`config.mk`:
```
export PLATFORM = sky130hd
export DESIGN_NAME = txuart_arbiter
export DESIGN_NICKNAME = d
export VERILOG_FILES = /design/src/rtl/txuart_arbiter.sv
export SDC_FILE = /design/constraint.sdc
export NUM_CORES = 1
export LEC_CHECK = 0
export CORE_UTILIZATION = 47
export DETAILED_ROUTE_END_ITERATION = 10
export PLACE_DENSITY = 0.86
export SYNTH_ARGS = -nofsm -noshare
export SYNTH_HDL_FRONTEND = slang
export SYNTH_SLANG_ARGS = --single-unit
```
`constraint.sdc`:
```
create_clock -name i_clk -period 4.5 [get_ports i_clk]
set_clock_uncertainty 0.05 [all_clocks]
set_input_delay 0.9 -clock i_clk [delete_from_list [all_inputs] [get_ports i_clk]]
set_output_delay 0.9 -clock i_clk [all_outputs]
set_load 0.01 [all_outputs]
```
`src/rtl/txuart_arbiter.sv`:
```
`timescale 1ns/1ps
`default_nettype none
// ============================================================================
// Module  : txuart_arbiter
// Purpose : round-robin owner of a single txuart, granting whole messages so
//           bytes from different sources never interleave on the serial line.
// Revision: 1.0  initial release
// ============================================================================
module txuart_arbiter #(
    parameter int NREQ       = 4,
    parameter int GAP_CYCLES = 16,
    parameter int MAX_HOLD   = 1024
) (
    input  logic                i_clk,
    input  logic                i_reset_n,
    input  logic [NREQ-1:0]     i_req,
    input  logic [NREQ-1:0]     i_stb,
    input  logic [8*NREQ-1:0]   i_data,
    input  logic [NREQ-1:0]     i_last,
    output logic [NREQ-1:0]     o_busy,
    output logic [NREQ-1:0]     o_grant,
    output logic                o_tx_stb,
    output logic [7:0]          o_tx_data,
    input  logic                i_tx_busy
);

    localparam int PTR_W  = (NREQ > 1) ? $clog2(NREQ) : 1;
    localparam int HOLD_W = (MAX_HOLD > 1) ? $clog2(MAX_HOLD) : 1;
    localparam int GAP_W  = (GAP_CYCLES > 0) ? $clog2(GAP_CYCLES + 1) : 1;

    localparam logic [1:0] c_idle  = 2'd0;
    localparam logic [1:0] c_grant = 2'd1;
    localparam logic [1:0] c_drain = 2'd2;
    localparam logic [1:0] c_gap   = 2'd3;

    localparam logic [HOLD_W-1:0] c_hold_last = HOLD_W'(MAX_HOLD - 1);
    localparam logic [GAP_W-1:0]  c_gap_load  = GAP_W'(GAP_CYCLES);

    logic [1:0]        r_state;
    logic [1:0]        w_state_nxt;
    logic [PTR_W-1:0]  r_owner;
    logic [PTR_W-1:0]  r_rr_ptr;
    logic [PTR_W-1:0]  w_win_idx;
    logic              w_win_found;
    logic [HOLD_W-1:0] r_hold;
    logic [GAP_W-1:0]  r_gap;
    logic              w_accept;

    function automatic logic [PTR_W-1:0] f_wrap(input logic [PTR_W-1:0] base, input int off);
        int s;
        s = int'(base) + off;
        if (s >= NREQ) s = s - NREQ;
        return s[PTR_W-1:0];
    endfunction

    assign w_accept = (r_state == c_grant) && i_stb[r_owner] && !i_tx_busy;

    // Scan downward so the smallest offset from the pointer is written last and wins.
    always_comb begin
        w_win_found = 1'b0;
        w_win_idx   = '0;
        for (int i = NREQ - 1; i >= 0; i--) begin
            if (i_req[f_wrap(r_rr_ptr, i)]) begin
                w_win_found = 1'b1;
                w_win_idx   = f_wrap(r_rr_ptr, i);
            end
        end
    end

    always_ff @(posedge i_clk or negedge i_reset_n) begin
        if (!i_reset_n) begin
            r_state  <= c_idle;
            r_owner  <= '0;
            r_rr_ptr <= '0;
            r_hold   <= '0;
            r_gap    <= '0;
        end else begin
            r_state <= w_state_nxt;
            if (r_state == c_idle && w_win_found) begin
                r_owner  <= w_win_idx;
                r_rr_ptr <= f_wrap(w_win_idx, 1);
            end
            if (r_state != c_grant || w_accept)
                r_hold <= '0;
            else if (r_hold != c_hold_last)
                r_hold <= r_hold + HOLD_W'(1);
            if (r_state == c_drain)
                r_gap <= c_gap_load;
            else if (r_state == c_gap && r_gap != '0)
                r_gap <= r_gap - GAP_W'(1);
        end
    end

    always_comb begin
        w_state_nxt = r_state;
        case (r_state)
            c_idle:  if (w_win_found) w_state_nxt = c_grant;
            c_grant: begin
                // An accept always beats abandon and watchdog in the same clock.
                if (w_accept) begin
                    if (i_last[r_owner]) w_state_nxt = c_drain;
                end else if (!i_req[r_owner] || r_hold == c_hold_last) begin
                    w_state_nxt = c_drain;
                end
            end
            c_drain: if (!i_tx_busy) w_state_nxt = (GAP_CYCLES > 0) ? c_gap : c_idle;
            c_gap:   if (r_gap <= GAP_W'(1)) w_state_nxt = c_idle;
            default: w_state_nxt = c_idle;
        endcase
    end

    always_comb begin
        o_grant   = '0;
        o_tx_stb  = 1'b0;
        o_tx_data = '0;
        o_busy    = '1;
        if (r_state == c_grant) begin
            o_grant[r_owner] = 1'b1;
            o_tx_stb         = i_stb[r_owner];
            o_tx_data        = i_data[8*r_owner +: 8];
            o_busy[r_owner]  = i_tx_busy;
        end
    end

endmodule
`default_nettype wire

```
==> results of run 1 <==
[worst max-delay path by stage]
stage / slack (ps) / cells after the start / startpoint / end
2_1_floorplan: 2030 / 2 / i_data[24] / o_tx_data[0]
3_3_place_gp: 1120 / 5 / i_stb[1] / o_tx_stb
3_5_place_dp: 1070 / 5 / i_stb[3] / o_tx_stb
4_1_cts: 990 / 3 / r_owner[0] / o_tx_data[2]
5_1_grt: 860 / 4 / r_owner[0] / o_tx_stb
6_report: 1060 / 3 / r_owner[0] / o_tx_data[2]
[stage by stage]
step	total power, µW	worst slack [ps]	utilization, %	cells
2_1_floorplan	752	2030	-	161
3_3_place_gp	909	1120	71.6	262
3_5_place_dp	949	1070	71.6	262
4_1_cts	1040	993	72.4	266
5_1_grt	1120	865	72.4	266
6_report	1030	1060	72.4	266
[worst max-delay path, stage by stage (launching register included)]
cell	delay, ps
dfrtp_1	930
mux4_2	590
and2_1	170
clkdlybuf4s50_1	490
[cell usage in the layout (no fill, tap or decap), types with 2 or more instances in the layout]
cell / count
nor2_1: 22
ha_1: 7
clkbuf_4: 3
a21o_1: 2
nand2_1: 8
nor4_1: 3
mux2i_1: 7
and3_1: 3
nand2b_1: 2
or2_2: 2
nor3_1: 8
xor2_1: 3
inv_1: 9
nand3_1: 5
a21oi_1: 6
clkdlybuf4s50_1: 63
dfrtp_1: 21
mux4_2: 9
xnor2_1: 6
nor2b_1: 3
and2_1: 9
mux2_4: 2
o21ai_0: 4
[power by group]
| group | leakage, µW | switching (µW) | internal, µW |
|---|---|---|---|
| clock | 0.0000177 | 59.1 | 33.2 |
| combinational | 0.000652 | 245 | 357 |
| sequential | 0.000273 | 103 | 238 |
| total | 0.000943 | 406 | 628 |
[kinds of logic after synthesis]
| kind of cell | after synthesis |
|---|---|
| multiplexers | 19 |
| AND/OR/NAND/NOR | 71 |
| AO/OA/AOI/OAI | 19 |
| XOR/XNOR | 9 |
| adder cells (fa/ha/maj) | 7 |
| flip-flops | 21 |
| buffers and inverters | 15 |
[metal layers]
metal  routed length, µm  global-route usage, %  vias up
met3                 173                   3.68       10
met2                2150                   45.8       43
met4                  86                   8.31        0
li1                    -                      -      693
met1                1720                   31.6      712
met5                   0                      0        -
[final cells by class]
class	instances	area (µm²)	area share [%]
inverters	9	33.8	1.49
clock inverters	1	5.00	0.221
well taps	44	55.1	2.43
repair buffers	63	631	27.8
flip-flops and latches	21	526	23.2
multi-input cells	125	993	43.8
clock buffers	3	22.5	0.994
[state kept, by name, summed over array words and instances (netlist names)]
signal,flops
r_gap,5
r_owner,2
r_state,2
r_hold,10
r_rr_ptr,2
==> results.toml, run 1 <==
[sta]
finalCriticalPeriod_ps = 3440
setup_viol = 0
tns_ps = 0
rsz0062_at_grt = "no"
tightest_slew_ps = 957
fin_crit_sh_pct = 76.5
slew_viol_final = 0
finalHoldViolCount = 0
relSlewSlack_pct = 36.0
fmax_mhz = 290
hold_slack_ps = 525

[synth]
synthTopCellsByArea = "dfrtp_1 (33%), mux4_2 (13%), ha_1 (5.5%)"
synth_xor_area_share_pct = 4.96
synthMuxAreaShare_pct = 19.8
synthesis.nets = 215
synth_top_family_by_area = "simple AND/OR/NAND/NOR gates"
ys_ff_latch = 21
synth_cells = 161
synth_area_per_cell_um2 = 9.87
syn_area_um2 = 1590
synth_edf_count = 0
synth_top_flop_cell = "dfrtp_1"
yosysTopAreaCellShare_pct = 33.1
synth.most_common_cell = "nor2_1"
synth.distinct_cells = 39
synth_compound_gate_area_share_pct = 8.74
synth_fa_ha_area_share_pct = 5.51
async_reset_ff_share_pct = 100
synth_commonest_cells = "nor2_1 (22), dfrtp_1 (21), and2_1 (9), inv_1 (9), mux4_2 (9)"
synth-simple-area-share_pct = 23.5
synth_seq_area_share_pct = 33.1
synth_top_area_cell = "dfrtp_1"
yosys_warnings = 0

[status]
outcome = "completed"

[critical_path]
r2r-end = "r_state[1]"
rr_worst_depth = 5
r2r_setup_slack_ps = 1960
required_ps = 3550
crit_path_end_kind = "output pin"
critical_path_class = "flop to output pin"
worstPathMaxFanout = 19
crit_path_start_kind = "flop"
arrival_ps = 2490
r2r-start = "r_owner[0]"

[final_layout]
diodes = 0
stdcell_area_um2 = 2270
nets = 277
drive_gt1_share_pct = 9.46
nFillCells = 237
areaGrowthSynthToFinish_pct = 42.6

[placed_design]
dpl.hpwl_um = 3290
place_area_um2 = 2240
port_buffers = 63
gp_congestion = 0.775

[clock_network]
clock_latency_ps = 310
clock-root-buffer = "clkbuf_4"
numCtsBuffers = 3
cts.sinks = 21
clkTransAtPathRegs_ps = 110
hold_buffers = 0
postCtsSetupBuffers = 0
cts_resized = 0
htreeDepth = 1
tritoncts = "done"
cts_buffer_depth = 2

[die]
dieWidth_um = 60.1
initial_core_util_pct = 50.8
die_y_um = 60.1
core-area_um2 = 3130
io_pins = 64
rows = 20
dieArea_um2 = 3620

[global_routing]
grt_antenna_before_repair = 0
grt_pass1_wl_um = 6950
grt_util_all_layers_pct = 25.8
overflow = 0
grt_max_degree = 22
grt_pass1_vias = 1497

[route]
dr.pass1.iters = 4
vias = 1458
routed_wl_um = 4130
wl_per_cell_um = 15.5
drtIter0Drc = 71
drc = 0
via_per_inst = 5.48
antenna_left = 0

[power_and_ir_drop]
leakage_uw = 0.000943
irDropWorstVdd_uv = 321
powerDensity_nw_per_um2 = 457

[min_path]
hold-path-cell-count = 1
hold_path.startpoint = "r_gap[4]"
hp-class = "flop to flop"
holdPathEnd = "r_gap[4]"

[flow_run]
max_cap_viol_count = 0
(Power assumes the default switching activity.)
==> run 2, diff against run 1 <==
--- a/config.mk
+++ b/config.mk
@@ -5,9 +5,9 @@
 export SDC_FILE = /design/constraint.sdc
 export NUM_CORES = 1
 export LEC_CHECK = 0
-export CORE_UTILIZATION = 47
+export CORE_UTILIZATION = 39
 export DETAILED_ROUTE_END_ITERATION = 10
-export PLACE_DENSITY = 0.86
+export PLACE_DENSITY = 0.76
 export SYNTH_ARGS = -nofsm -noshare
 export SYNTH_HDL_FRONTEND = slang
 export SYNTH_SLANG_ARGS = --single-unit
==> constraint.sdc (replaced) <==
create_clock -name i_clk -period 3 [get_ports i_clk]
set_clock_uncertainty 0.05 [all_clocks]
set_input_delay 0.6 -clock i_clk [delete_from_list [all_inputs] [get_ports i_clk]]
set_output_delay 0.6 -clock i_clk [all_outputs]
set_load 0.01 [all_outputs]
==> results.toml, run 2 (synthesis gave the netlist of run 1 again) <==
[sta]
finalCriticalPeriod_ps = 2770
rsz0062_at_grt = "no"
tightest_slew_ps = 766
hold_slack_ps = 482
fin_crit_sh_pct = 92.3
relSlewSlack_pct = 48.3
setup_viol = 0
finalHoldViolCount = 0
final_critical_path_setup_slack_ps = 230
fmax_mhz = 361
slew_viol_final = 0
tns_ps = 0

[critical_path]
required_ps = 2350
path_cells = "clkdlybuf4s50_1 -> mux2i_1 -> mux2_4 -> and2b_1 -> clkdlybuf4s50_1"
path_common_cell = "clkdlybuf4s50_1"
crit_path_end_kind = "output pin"
critical_path_class = "primary input to output pin"
worstPathMaxFanout = 3
slowest_delay_ps = 520
arrival_ps = 2120
crit_path_start_kind = "primary input"
worst_path_max_delay_cell = "clkdlybuf4s50_1"

[final_layout]
drive_gt1_share_pct = 11.8
reg.largest.list = "r_hold: 10 flops, r_gap: 5 flops"
fin_util_pct = 62.0
diodes = 0
nets = 283
largest_reg_flops = 10
seq_area_um2 = 526
largest-register = "r_hold"
layout_common_cells = "clkdlybuf4s50_1 (63), nor2_1 (22), dfrtp_1 (21)"
multiInputGateArea_um2 = 993
nFillCells = 320
areaGrowthSynthToFinish_pct = 47.1
stdcell_area_um2 = 2340
final_common_cell = "clkdlybuf4s50_1"

[global_routing]
grt_util_all_layers_pct = 19.8
grt_pass1_wl_um = 6470
overflow = 0
grt_max_degree = 22
grt_antenna_before_repair = 0
grt_pass1_vias = 1388

[placed_design]
pre_cts_slack_ps = 224
place_area_um2 = 2290
dpl.hpwl_um = 3040
gp_congestion = 0.739
port_buffers = 63

[route]
wl_per_cell_um = 13.7
vias = 1412
antenna_left = 0
drtIter0Drc = 74
dr.pass1.iters = 4
via_per_inst = 5.12
routed_wl_um = 3770
drc = 0

[power_and_ir_drop]
p_sw_uw = 608
leakage_uw = 0.000977
comb_power_share_pct = 59.7
irDropWorstVdd_uv = 438
p_sw_share_pct = 37.5
powerDensity_nw_per_um2 = 694
power_frac_seq_pct = 28.5
power.share.clock_pct = 11.8
p_int_uw = 1010

[clock_network]
clock_latency_ps = 270
tritoncts = "done"
cts_resized = 0
clock-root-buffer = "clkbuf_8"
hold_buffers = 0
numCtsBuffers = 3
cts_buffer_depth = 2
clkTransAtPathRegs_ps = 70
htreeDepth = 1
postCtsSetupBuffers = 0
cts.sinks = 21

[die]
rows = 22
io_pins = 64
initial_core_util_pct = 42.1
die_y_um = 65.8
dieArea_um2 = 4330
dieWidth_um = 65.8
core-area_um2 = 3770

[flow_run]
max_cap_viol_count = 0

[min_path]
hp-class = "flop to flop"

[status]
outcome = "completed"
[run 2: cell count changes in the layout (fill, tap and decap cells not counted)]
cell	change
clkbuf_8	+3
clkinv_2	-1
clkbuf_4	-3
buf_4	+6
clkinvlp_4	+1
[run 2: cell type report]
| type | instances | share of cell area, % |
|---|---|---|
| multi-input combinational | 125 | 42.5 |
| clock buffer | 3 | 1.77 |
| tap | 48 | 2.57 |
| timing repair buffer | 69 | 28.9 |
| inverter | 9 | 1.45 |
| clock inverter | 1 | 0.321 |
| sequential | 21 | 22.5 |
[run 2: path summary, 6_finish.rpt]
path / cells after the start / start / endpoint / slack (ps)
hold reg to reg: 1 / r_gap[4] / r_gap[4] / 480
setup / recovery: 5 / i_stb[0] / o_tx_stb / 230
hold / removal: 1 / r_gap[4] / r_gap[4] / 480
max in group asynchronous: 2 / i_reset_n / r_gap[1] / 2060
min in group asynchronous: 2 / i_reset_n / r_hold[5] / 620
setup reg to reg: 7 / r_gap[0] / r_gap[2] / 940
[run 2: layer usage]
layer  part of all wire [%]  GRT usage (%)
met5                      0              0
met4                    1.9           6.25
met3                    3.5           5.17
met2                     49           32.1
met1                     45           25.4
[run 2: power by group through the flow]
stage	Sequential, µW	Clock [µW]	Combinational (µW)
2_1_floorplan	416	0	713
3_3_place_gp	465	0	970
3_5_place_dp	467	0	978
4_1_cts	462	198	980
5_1_grt	478	207	1070
6_report	462	191	969
[run 2: metrics by stage]
stage,std cells,power (µW)
floorplan,161,1130
global placement,272,1440
detailed placement,272,1450
CTS,276,1640
global route,276,1760
finish,276,1620
[run 2: critical path, delay by kind of cell]
kind | cells | cell delay, ps
buffers and inverters | 2 | 970
muxes | 2 | 350
and+or+nand+nor | 1 | 190
==> run 3, diff against run 2 <==
--- a/config.mk
+++ b/config.mk
@@ -5,9 +5,11 @@
 export SDC_FILE = /design/constraint.sdc
 export NUM_CORES = 1
 export LEC_CHECK = 0
-export CORE_UTILIZATION = 39
+export CORE_UTILIZATION = 57
 export DETAILED_ROUTE_END_ITERATION = 10
-export PLACE_DENSITY = 0.76
+export DONT_BUFFER_PORTS = 1
+export PLACE_DENSITY_LB_ADDON = 0.05
+export SKIP_CTS_REPAIR_TIMING = 1
 export SYNTH_ARGS = -nofsm -noshare
 export SYNTH_HDL_FRONTEND = slang
 export SYNTH_SLANG_ARGS = --single-unit
==> results.toml, run 3 (synthesis gave the netlist of run 1 again) <==
[status]
outcome = "completed"

[sta]
tightest_slew_ps = 802
tns_ps = 0
hold_slack_ps = 20.1
setup_viol = 0
finalCriticalPeriod_ps = 2510
rsz0062_at_grt = "no"
fin_crit_sh_pct = 83.7
slew_viol_final = 0
relSlewSlack_pct = 45.8
finalHoldViolCount = 0
fmax_mhz = 398

[final_layout]
final_common_cell = "nor2_1"
nFillCells = 208
drive_gt1_share_pct = 14.3
layout_common_cells = "nor2_1 (22), dfrtp_1 (21), inv_1 (9), and2_1 (9), mux4_2 (9)"
largest_reg_flops = 10
diodes = 0
areaGrowthSynthToFinish_pct = 3.54
reg.largest.list = "r_hold: 10 flops, r_gap: 5 flops"
largest-register = "r_hold"
nets = 216
fin_cells = 191

[power_and_ir_drop]
power_frac_seq_pct = 34.1
leakage_uw = 0.000714
p_int_uw = 796
powerDensity_nw_per_um2 = 829
comb_power_share_pct = 55.5
power.share.clock_pct = 10.3
p_sw_share_pct = 41.7
irDropWorstVdd_uv = 655
p_sw_uw = 569

[critical_path]
required_ps = 2350
crit_path_end_kind = "output pin"
critical_path_class = "flop to output pin"
rr_worst_depth = 4
arrival_ps = 1860
crit_path_start_kind = "flop"
worstPathMaxFanout = 16

[global_routing]
grtUsageMet2_pct = 37.8
grt_antenna_before_repair = 0
grt_pass1_wl_um = 4730
grtUsageMet3_pct = 5.28
top_usage_layer = "met2"
grt_max_degree = 22
grt_use_met1_pct = 28.7
grt_pass1_vias = 1050
overflow = 0
grt_util_all_layers_pct = 22.3

[die]
die_y_um = 54.8
dieWidth_um = 54.8
initial_core_util_pct = 62.4
dieArea_um2 = 3000
core-area_um2 = 2540
io_pins = 64
rows = 18

[clock_network]
clkTransAtPathRegs_ps = 130
cts.sinks = 21
htreeDepth = 1
numCtsBuffers = 3
clock-root-buffer = "clkbuf_4"
clock_latency_ps = 310
cts_buffer_depth = 2
tritoncts = "done"

[route]
vias = 1146
via_per_inst = 6.00
wl_per_cell_um = 15.8
drc = 0
drtIter0Drc = 23
dr.pass1.iters = 4
antenna_left = 0
routed_wl_um = 3020

[placed_design]
dpl.hpwl_um = 2300
port_buffers = 0
placed_cells = 186
gp_congestion = 0.739

[min_path]
hp-class = "primary input to asynchronous set/reset pin"

[flow_run]
max_cap_viol_count = 0
## run 3: changes by cell type in the layout (fill, tap and decap cells not counted), sizes merged
| cell | change |
|---|---|
| buf | -4 |
| clkdlybuf4s50 | -63 |
| clkinv | +1 |
| clkinvlp | -1 |
## run 3: layout make-up
class | count | area, µm² | share of cell area (%)
inverters | 9 | 33.8 | 2.05
flip-flops and latches | 21 | 526 | 31.9
multi-input cells | 125 | 993 | 60.4
repair buffers | 2 | 27.5 | 1.67
clock inverters | 1 | 5.00 | 0.304
clock buffers | 3 | 22.5 | 1.37
well taps | 30 | 37.5 | 2.28
## run 3: final timing paths
check                           startpoint          end  slack, ps
worst max-delay path            r_state[1]   o_grant[0]        490
worst min-delay path             i_reset_n    r_hold[9]         20
worst max register to register  r_owner[1]   r_state[1]        750
worst min register to register    r_gap[4]     r_gap[4]        490
max in group asynchronous        i_reset_n  r_rr_ptr[0]       2730
min in group i_clk                r_gap[4]     r_gap[4]        490
## run 3: critical path: stages (launching register included)
cell,delay [ps]
dfrtp_1,440
inv_1,90
ha_1,460
nor2b_1,280
nor2b_1,260
## run 3: per-stage QoR
stage	worst slack, ps	cell area [µm²]	utilization, %	total power (µW)
floorplan	960	1590	-	1130
global placement	803	1600	62.8	1190
detailed placement	745	1600	62.8	1230
CTS	494	1630	63.9	1370
global route	347	1650	64.7	1480
finish	490	1650	64.7	1360
## run 3: metal layers
metal	wire length [µm]	vias to the layer above	part of all wire (%)
met5	0	-	0
met4	22	0	0.73
met3	164	5	5.4
met2	1550	30	51
met1	1280	540	42
li1	-	571	-
## run 3: power groups by stage
stage,registers (µW),logic [µW],clock network [µW]
floorplan,416,713,0
global placement,467,725,0
detailed placement,470,756,0
CTS,466,755,147
global route,482,843,153
finish,466,758,141
